--- src/rtl/video_pkg.sv ---
// Video constants shared by the binarizer/packer and unpacker paths.
package video_pkg;

    localparam int unsigned DATA_W_DEF   = 24;
    localparam logic [23:0] FG_COLOR_DEF = 24'hFFFFFF;
    localparam logic [23:0] BG_COLOR_DEF = 24'h000000;

    // Bit counter must hold the full word size, hence one bit above log2.
    function automatic int unsigned cnt_width(input int unsigned word_w);
        return $clog2(word_w) + 1;
    endfunction

endpackage

--- src/rtl/mono_unpack.sv ---
// Replays packed 1-bit pixels from a show-ahead FIFO against vsync/href/de timing,
// expanding each bit to a foreground/background colour one clock later.
module mono_unpack
    import video_pkg::*;
#(
    parameter int unsigned       WORD_W    = 32,
    parameter int unsigned       DATA_W    = DATA_W_DEF,
    parameter logic [DATA_W-1:0] FG_COLOR  = DATA_W'(FG_COLOR_DEF),
    parameter logic [DATA_W-1:0] BG_COLOR  = DATA_W'(BG_COLOR_DEF),
    parameter bit                MSB_FIRST = 1'b0
) (
    input  logic              clk,
    input  logic              rst_n,
    input  logic              vsync,
    input  logic              href,
    input  logic              de,
    input  logic              fifo_empty,
    input  logic [WORD_W-1:0] fifo_rdata,
    output logic              fifo_rd,
    output logic              post_vsync,
    output logic              post_href,
    output logic              post_de,
    output logic [DATA_W-1:0] post_data,
    output logic              underflow,
    output logic [15:0]       uf_count
);

    localparam int unsigned CNT_W = cnt_width(WORD_W);

    logic [WORD_W-1:0] r_shreg;
    logic [CNT_W-1:0]  r_cnt;
    logic              r_vsync_d;
    logic              r_de_d;

    logic              w_frame_start;
    logic              w_line_end;
    logic [CNT_W-1:0]  w_cnt_eff;
    logic              w_need_word;
    logic              w_starve;
    logic              w_pixel;
    logic [WORD_W-1:0] w_shreg_nxt;
    logic [15:0]       w_uf_base;

    always_comb begin
        w_frame_start = vsync & ~r_vsync_d;
        w_line_end    = r_de_d & ~de;
        // A frame start discards stale bits in the same cycle it is seen.
        w_cnt_eff     = w_frame_start ? '0 : r_cnt;
        w_need_word   = de && (w_cnt_eff == '0);
        fifo_rd       = w_need_word & ~fifo_empty & rst_n;
        w_starve      = w_need_word & fifo_empty;
        w_pixel       = 1'b0;
        w_shreg_nxt   = r_shreg;
        if (fifo_rd) begin
            w_pixel     = MSB_FIRST ? fifo_rdata[WORD_W-1] : fifo_rdata[0];
            w_shreg_nxt = MSB_FIRST ? (fifo_rdata << 1) : (fifo_rdata >> 1);
        end else if (de && (w_cnt_eff != '0)) begin
            w_pixel     = MSB_FIRST ? r_shreg[WORD_W-1] : r_shreg[0];
            w_shreg_nxt = MSB_FIRST ? (r_shreg << 1) : (r_shreg >> 1);
        end
        w_uf_base = w_frame_start ? '0 : uf_count;
    end

    always_ff @(posedge clk or negedge rst_n) begin
        if (!rst_n) begin
            r_shreg    <= '0;
            r_cnt      <= '0;
            r_vsync_d  <= 1'b0;
            r_de_d     <= 1'b0;
            post_vsync <= 1'b0;
            post_href  <= 1'b0;
            post_de    <= 1'b0;
            post_data  <= '0;
            underflow  <= 1'b0;
            uf_count   <= '0;
        end else begin
            r_vsync_d  <= vsync;
            r_de_d     <= de;
            post_vsync <= vsync;
            post_href  <= href;
            post_de    <= de;
            post_data  <= (de && w_pixel) ? FG_COLOR : BG_COLOR;
            r_shreg    <= w_shreg_nxt;

            if (fifo_rd) begin
                r_cnt <= CNT_W'(WORD_W - 1);
            end else if (de && (w_cnt_eff != '0)) begin
                r_cnt <= w_cnt_eff - 1'b1;
            end else if (w_frame_start || w_line_end) begin
                r_cnt <= '0;
            end

            // A starved pixel on the frame-start cycle counts toward the new frame.
            underflow <= w_starve | (underflow & ~w_frame_start);
            uf_count  <= (w_starve && (w_uf_base != '1)) ? w_uf_base + 16'd1 : w_uf_base;
        end
    end

endmodule

--- config.mk ---
export PLATFORM = sky130hd
export DESIGN_NAME = mono_unpack
export DESIGN_NICKNAME = d
export VERILOG_FILES = /design/src/rtl/video_pkg.sv /design/src/rtl/mono_unpack.sv
export SDC_FILE = /design/constraint.sdc
export NUM_CORES = 1
export LEC_CHECK = 0
export CAP_MARGIN = 10
export CORE_AREA = 5 5 106 68
export CTS_BUF_LIST = sky130_fd_sc_hd__clkbuf_8
export DETAILED_ROUTE_END_ITERATION = 7
export DIE_AREA = 0 0 111 73
export GPL_ROUTABILITY_DRIVEN = 0
export PLACE_DENSITY = 0.79
export SYNTH_ARGS = -nofsm -noshare
export SYNTH_HDL_FRONTEND = slang
export SYNTH_SLANG_ARGS = --single-unit
--- constraint.sdc ---
create_clock -name clk -period 3.6 [get_ports clk]
set_clock_uncertainty 0.05 [all_clocks]
set_input_delay 0.72 -clock clk [delete_from_list [all_inputs] [get_ports clk]]
set_output_delay 0.72 -clock clk [all_outputs]
set_load 0.02 [all_outputs]
# [After elaboration in Yosys (flattened, before gate mapping)]
# Cells that the tools add are included.
[word_totals] ramBits=0 n_memories=0 output_inout_bits=45 word_cells=42 latch_bits=0 mem_bits_ro=0 register_bits=82 inputBits=38
[op_classes] mux=11 bitwise_logic=11 eq_ne=1 n_lt_le_gt_ge=0 div=0 multipliers=0 n_shift=0 addsub=2 reduce_logical=9
[op_table] operator="two-way mux 32 bit" count=2
[op_table] operator="two-way mux 16 bit" count=2
[op_table] operator="two-way mux 24 bit" count=1
[op_table] operator="two-way mux 6 bit" count=4
[op_table] operator="adder 16 x 1 -> 16 bit, second input constant" count=1
[op_table] operator="inequality test 16 bit, second input constant" count=1
[op_table] operator="AND 1 bit" count=6
[op_table] operator="logical NOT 6 bit" count=1
[op_table] operator="nonzero test 6 bit" count=1
[op_table] operator="subtractor 6 x 1 -> 6 bit, second input constant" count=1
[op_table] operator="logical AND 1 bit" count=4
[op_table] operator="inverter 1 bit" count=4
[op_table] operator="nonzero test 3 bit" count=1
[op_table] operator="two-way mux 1 bit" count=2
[op_table] operator="nonzero test 2 bit" count=1
[op_table] operator="logical OR 1 bit" count=1
[op_table] operator="OR 1 bit" count=1

# [Logic depth before layout (Yosys ltp)]
# Gate-level depths: netlist of run 1.
[depth] word_depth=10 mapped_depth=11 depth_no_buf=8

# [Worst setup path after synthesis of run 1]
# No wires, ideal clock.
[synth_path] path_kind="input port to output port" from="input port vsync" to="output port fifo_rd" setup_slack_ns=0.635 t_arrival_ns=2.195 required_ns=2.830 cell_stages=8 n_path_buf=3 cell_sequence="nand2b_1 clkbuf_1 clkbuf_1 nand2_1 ha_1 nand2_1 a211oi_1 buf_2"
[synth_between] elab_chain_len=6
[synth_rtl] item="from (decl)" line_no="mono_unpack.sv:14" rtl="input logic vsync,"
[synth_rtl] item="AND 1 bit" line_no="mono_unpack.sv:45" rtl="w_frame_start = vsync & ~r_vsync_d;"
[synth_rtl] item="two-way mux 6 bit" line_no="mono_unpack.sv:48" rtl="w_cnt_eff = w_frame_start ? '0 : r_cnt;"
[synth_rtl] item="logical NOT 6 bit" line_no="mono_unpack.sv:49" rtl="w_need_word = de && (w_cnt_eff == '0);"
[synth_rtl] item="logical AND 1 bit" line_no="mono_unpack.sv:49"
[synth_rtl] item="AND 1 bit (2 in a row)" line_no="mono_unpack.sv:50" rtl="fifo_rd = w_need_word & ~fifo_empty & rst_n;"
[synth_rtl] item="to (decl)" line_no="mono_unpack.sv:19" rtl="output logic fifo_rd,"
# No other way between the ends.

# [Worst setup path in the final report of run 1]
# Same ends and word-level chain as after synthesis.

==> impl_results.md, run 1 <==
- CTS Hold Bufs: 0
- Post-synth EDFFs: 0
- Worst path arrival time: ~2.6 ns
- Yosys warnings: 0
- Congestion Overflow GR: 0
- RSZ-0062 raised after global routing: false
- Crit Path Category: primary input to output port
- Root Buffer: clkbuf_8
- Worst slew pin tran: 0.725 ns
- Total GRT Usage: 0.180
- Syn nets: 352
- Share of the yosys chip area belonging to registers: 0.497
- Most used DFF post-synth: dfrtp_1
- Synthesized area per cell: ~9.4 sq um
- Number of antenna diodes: 0
- Maximum vdd drop: approximately 0.26 mV
- FF+latch count, synth: 58
- Setup TNS: 0 ns
- Crit path launch type: primary input
- Finished Layout Cells: about 470
- Routed WL: around 7000 um
- Post-synth ARST share: 1.00
- R2R depth: 9
- Post-synth top area share: 0.497
- Fin crit period: around 3.4 ns
- Clock latency on the worst-skew pair: approximately 0.34 ns
- Post-CTS Setup Bufs: 0
- Starting density of the core: 0.463
- WHS Path Cells: 2
- Num rows: 23
- Worst setup EP type: output port
- Top cells by area, synth: dfrtp_1, nand2_1, a22oi_1
- Post-route DRC: 0
- Core box area: 0.00630 sq mm
- Placed insts: roughly 450
- Final Hold Violating Endpoints: 0
- Pin count of the biggest net entering global routing: 59
- Max-Cap Viols: 0
- Number of distinct library cells after synthesis: 43
- Max clock buf depth: 2
- Die ar.: 0.00810 sq mm
- Die Wd: around 110 um
- Most common cell in the netlist: nand2_1
- Number of global-route vias before repair: about 2400
- Syn Std Cell Area: a little under 0.003 sq mm
- H-tree levels: 3
- Setup violation total in the final timing report: 0
- Drt wl/cell: between 15 and 20 um
- P&R area growth vs syn: 35.0%
- Achievable Freq: 296 MHz
- Layout cells sized above 1: 0.0895
- Area post-placement: roughly 0.0037 sq mm
- Cell count after synthesis: 311
- Die H: about 73 um
- Max Transition Viols Final: 0
- Initial DRC count: between 150 and 200
- Power per cell area: 659 mW/mm^2
- Static Leak: 1.73 nW
- Clock Sinks: 58
- TritonCTS Buffers: 9
- DR pass1 iterations: 5
- DP HPWL: ~4900 um
- Finished Cell Area: between 0.003 and 0.004 sq mm
- First-pass GRT wire length: approximately 12000 um
- NumNets Final: approximately 420
- Post-route ant nets: 0
- Outcome: finished, final reports clean
- DR vias/cell: 5.24
- Required time worst endpoint: about 2.8 ns
- Synth area leader: dfrtp_1
- Worst hold path type: flip-flop to flip-flop
- Synth top cells by count: nand2_1, dfrtp_1, a22oi_1
- CTS tree: built
- Ports: 83
- Port bufs: 82
- Initial antenna violation count: 0
- Worst Path Max Fanout: 5
- Max-slew headroom: 0.517
- Vias: between 2000 and 2500
- # resized after CTS: 0
- Fin crit share: 0.937
- Clk slew on worst S/H paths: 0.06 ns
## flip-flops by register name (all words and copies together), names as in the netlist
| signal | flops |
|---|---|
| uf_count | 16 |
| r_cnt | 6 |
| r_de_d | 1 |
| r_vsync_d | 1 |
| r_shreg | 31 |
| post_data | 1 |
| post_href | 1 |
| underflow | 1 |
## power breakdown
group,switching [W],leakage (nW),internal [W]
Combinational,0.000476,0.838,0.000380
Sequential,0.000140,0.769,0.000849
Clock,0.000275,0.119,0.000480
Total,0.000891,1.73,0.00171
## cells by family after synthesis
kind of cell    synth area share
xor+xnor                  0.0300
simple gates               0.198
buf+inv                   0.0887
flops                      0.497
fa+ha+maj                 0.0129
mux                       0.0107
compound gates             0.163
## cell type report
type	instances	area (sq um)
clock buffers	10	138
well taps	87	109
multi-input cells	210	1230
repair buffers	92	891
inverters	4	15.0
fillers	551	2360
flip-flops and latches	58	1450
clock inverters	6	114
## worst max-delay path: stages
cell	delay, ns
clkdlybuf4s50_1	0.49
nand2b_1	0.14
nand2_1	0.15
ha_1	0.21
nand2_1	0.10
a211oi_4	0.17
clkdlybuf4s50_1	0.63
## final timing paths
kind | slack (ns) | start | endpoint
worst min-delay path | 0.43 | r_shreg[21] | r_shreg[21]
min in group asynchronous | 0.52 | rst_n | r_vsync_d
worst min register to register | 0.43 | r_shreg[21] | r_shreg[21]
worst max register to register | 1.04 | r_vsync_d | uf_count[15]
worst max-delay path | 0.23 | vsync | fifo_rd
max in group asynchronous | 2.51 | rst_n | r_shreg[8]
## metrics by stage
| stage | worst slack [ns] | hold slack, ns | utilization | power (W) |
|---|---|---|---|---|
| after floorplan | 0.635 | 0.374 | - | 0.00158 |
| after global placement | 0.248 | 0.408 | 0.586 | 0.00183 |
| after detailed placement | 0.221 | 0.414 | 0.586 | 0.00186 |
| after CTS | 0.220 | 0.431 | 0.626 | 0.00262 |
| after global routing | 0.0770 | 0.445 | 0.626 | 0.00277 |
| final | 0.227 | 0.425 | 0.626 | 0.00260 |
## cells in the final DEF, fill, tap and decap left out, types with 4 or more instances in the layout
master / n
nand2_1: 85
clkdlybuf4s50_1: 81
dfrtp_1: 58
a22oi_1: 30
nor2_1: 10
nand3_1: 10
clkbuf_8: 10
buf_4: 10
o21ai_0: 7
nor3_1: 6
xor2_1: 6
a21oi_1: 6
xnor2_1: 4
inv_1: 4
## layer usage
| metal | track usage | share of wire |
|---|---|---|
| met3 | 0.0555 | 0.068 |
| met2 | 0.270 | 0.46 |
| met4 | 0.0574 | 0.0082 |
| met5 | 0 | 0 |
| met1 | 0.250 | 0.47 |
No activity file was read; power rests on OpenSTA's default activity.
==> run 2: changes to the inputs <==
--- a/config.mk
+++ b/config.mk
@@ -11,6 +11,7 @@
 export DETAILED_ROUTE_END_ITERATION = 7
 export DIE_AREA = 0 0 111 73
 export GPL_ROUTABILITY_DRIVEN = 0
+export GPL_TIMING_DRIVEN = 0
 export PLACE_DENSITY = 0.79
 export SYNTH_ARGS = -nofsm -noshare
 export SYNTH_HDL_FRONTEND = slang
==> run 2 against run 1 <==
Routed wire length increased by 9.4%. Clock power decreased by 19%. Highest routed layer unchanged. Core utilization increased by 3.1 points. Critical endpoint unchanged. Maximum frequency increased by 7.0%. Sequential power increased by 0.8%. Flip-flop and latch count unchanged.
==> impl_results.md, run 2 (synthesized netlist as in run 1, its figures left out) <==
- Root Buffer: clkbuf_8
- Port bufs: 82
- Die ar.: 0.00810 sq mm
- Power per cell area: 622 mW/mm^2
- R2R Path Start: r_vsync_d
- Post-route ant nets: 0
- Max-slew headroom: 0.520
- Achievable Freq: between 300 and 400 MHz
- DR pass1 iterations: 5
- First-pass GRT wire length: 12600 um
- Overall Power: between 0.002 and 0.003 W
- Top sig layer: met4
- Number of global-route vias before repair: 2493
- Post-route DRC: 0
- TritonCTS Buffers: 9
- Most common cell after layout, fill and taps aside: nand2_1
- Critical Path Source: vsync
- P&R area growth vs syn: 41.8%
- Worst setup EP type: output port
- Worst path arrival time: about 2.4 ns
- Worst slew pin tran: slightly above 0.7 ns
- Crit-path cells: dlymetal6s2s_1 -> nand2b_4 -> clkbuf_8 -> clkbuf_4 -> nand2_2 -> ha_4 -> nand2_1 -> a211oi_2 -> buf_4 -> clkdlybuf4s15_2
- NumNets Final: 449
- Number of antenna diodes: 0
- Buf/Inv on CP: 5
- Worst Path Max Fanout: 10
- Layout cells sized above 1: 0.145
- Metal1 wirelength: between 3000 and 4000 um
- Total GRT Usage: 0.193
- Routed WL: a little under 8000 um
- Pin count of the biggest net entering global routing: 34
- CP max-delay cell: clkdlybuf4s15_2
- Final Hold Violating Endpoints: 0
- Die H: roughly 73 um
- Top delay family on crit path: buffers and inverters
- CTS tree: built
- Clock Sinks: 58
- Core box area: approximately 0.0063 sq mm
- Top Registers: r_shreg: 31 flops, uf_count: 16 flops, r_cnt: 6 flops
- Outcome: finished, final reports clean
- Max clock buf depth: 2
- Max-Cap Viols: 0
- CP peak stage delay: approximately 0.25 ns
- Clk slew on worst S/H paths: ~0.070 ns
- Initial DRC count: 217
- Setup violation total in the final timing report: 0
- Routed wl met3: between 500 and 600 um
- H-tree levels: 3
- CTS Hold Bufs: 0
- Ports: a little over 80
- Most flop-heavy register: r_shreg
- DR vias/cell: between 5 and 6
- Crit Path Category: primary input to output port
- Num rows: 23
- Register-to-register setup slack: roughly 0.86 ns
- DR WL met2: between 3000 and 4000 um
- Starting density of the core: 0.463
- Static Leak: approximately 1.9 nW
- Worst R2R End: r_shreg[8]
- Placed insts: roughly 480
- Vias: between 2000 and 3000
- Worst hold path type: primary input to async pin
- Clock latency on the worst-skew pair: between 0.3 and 0.4 ns
- Crit path to: fifo_rd
- Die Wd: 111 um
- R2R depth: 13
- Congestion Overflow GR: 0
- Crit path launch type: primary input
- Fin crit period: 3.15 ns
- RSZ-0062 raised after global routing: false
- Required time worst endpoint: ~2.8 ns
- Commonest cells after routing, fill and taps aside: nand2_1, clkdlybuf4s50_1, dfrtp_1
- Initial antenna violation count: 0
- Drt wl/cell: roughly 16 um
- Cell count along the critical path: 10
- DP HPWL: between 5000 and 6000 um
- Maximum vdd drop: 0.302 mV
- Finished Layout Cells: 500
- Max Transition Viols Final: 0
- Max reg flops: 31
- Fin crit share: 0.876
-- run 2: how the worst min path moves through the flow --
stage                     start            end  slack [ns]  cells past startpoint
finish                    rst_n    uf_count[3]        0.36                      1
global route              rst_n     r_shreg[8]        0.40                      1
CTS                       rst_n  post_data[22]        0.36                      1
detailed placement  r_shreg[13]    r_shreg[13]        0.41                      2
global placement     r_shreg[3]     r_shreg[3]        0.41                      2
floorplan                 rst_n  post_data[22]        0.37                      0
-- run 2: per-layer routing --
layer / up-vias / GRT usage
li1: 1261 / -
met1: 1278 / 0.278
met2: 107 / 0.288
met3: 4 / 0.0597
met4: 0 / 0.0437
met5: - / 0
-- run 2: worst reg2reg max path: stages (launching register included) --
cell and delay [ns]:
dfrtp_1 0.37, nand2b_4 0.19, clkbuf_8 0.19, clkbuf_4 0.23, nand2_2 0.10, ha_4 0.20
nand2_1 0.09, a211oi_2 0.05, buf_4 0.14, buf_4 0.13, a21oi_1 0.34, clkbuf_1 0.41
nand2_1 0.13, nand2_1 0.09
-- run 2: repair_timing --
action / in CTS / in global routing
setup buffers: 2 / 1
resized for setup: 14 / 2
pin swaps: 1 / 1
endpoints found under the setup margin: 24 / 1
-- run 2: where the power goes --
part	internal, W	leakage, nW	switching [W]
registers	0.000850	0.769	0.000148
clock network	0.000353	0.103	0.000258
logic	0.000456	1.00	0.000511
-- run 2: cell type report --
cell class	instances	area [sq um]
plain buffers	39	260
clock buffers	11	151
clock inverters	5	53.8
fillers	489	2160
inverters	4	15.0
multi-input cells	210	1240
flip-flops and latches	58	1450
well taps	87	109
repair buffers	86	862
-- run 2: through the flow --
stage               hold WS (ns)  setup TNS, ns  utilization  setup WS (ns)  instance area (sq um)
floorplan                  0.374              0            -          0.635                   2920
CTS                        0.365              0        0.655         0.0241                   4130
finish                     0.357              0        0.657          0.447                   4140
global placement           0.408         -51.19        0.611          -2.01                   3850
detailed placement         0.413         -15.98        0.613         -0.956                   3860
global route               0.398              0        0.657          0.366                   4140
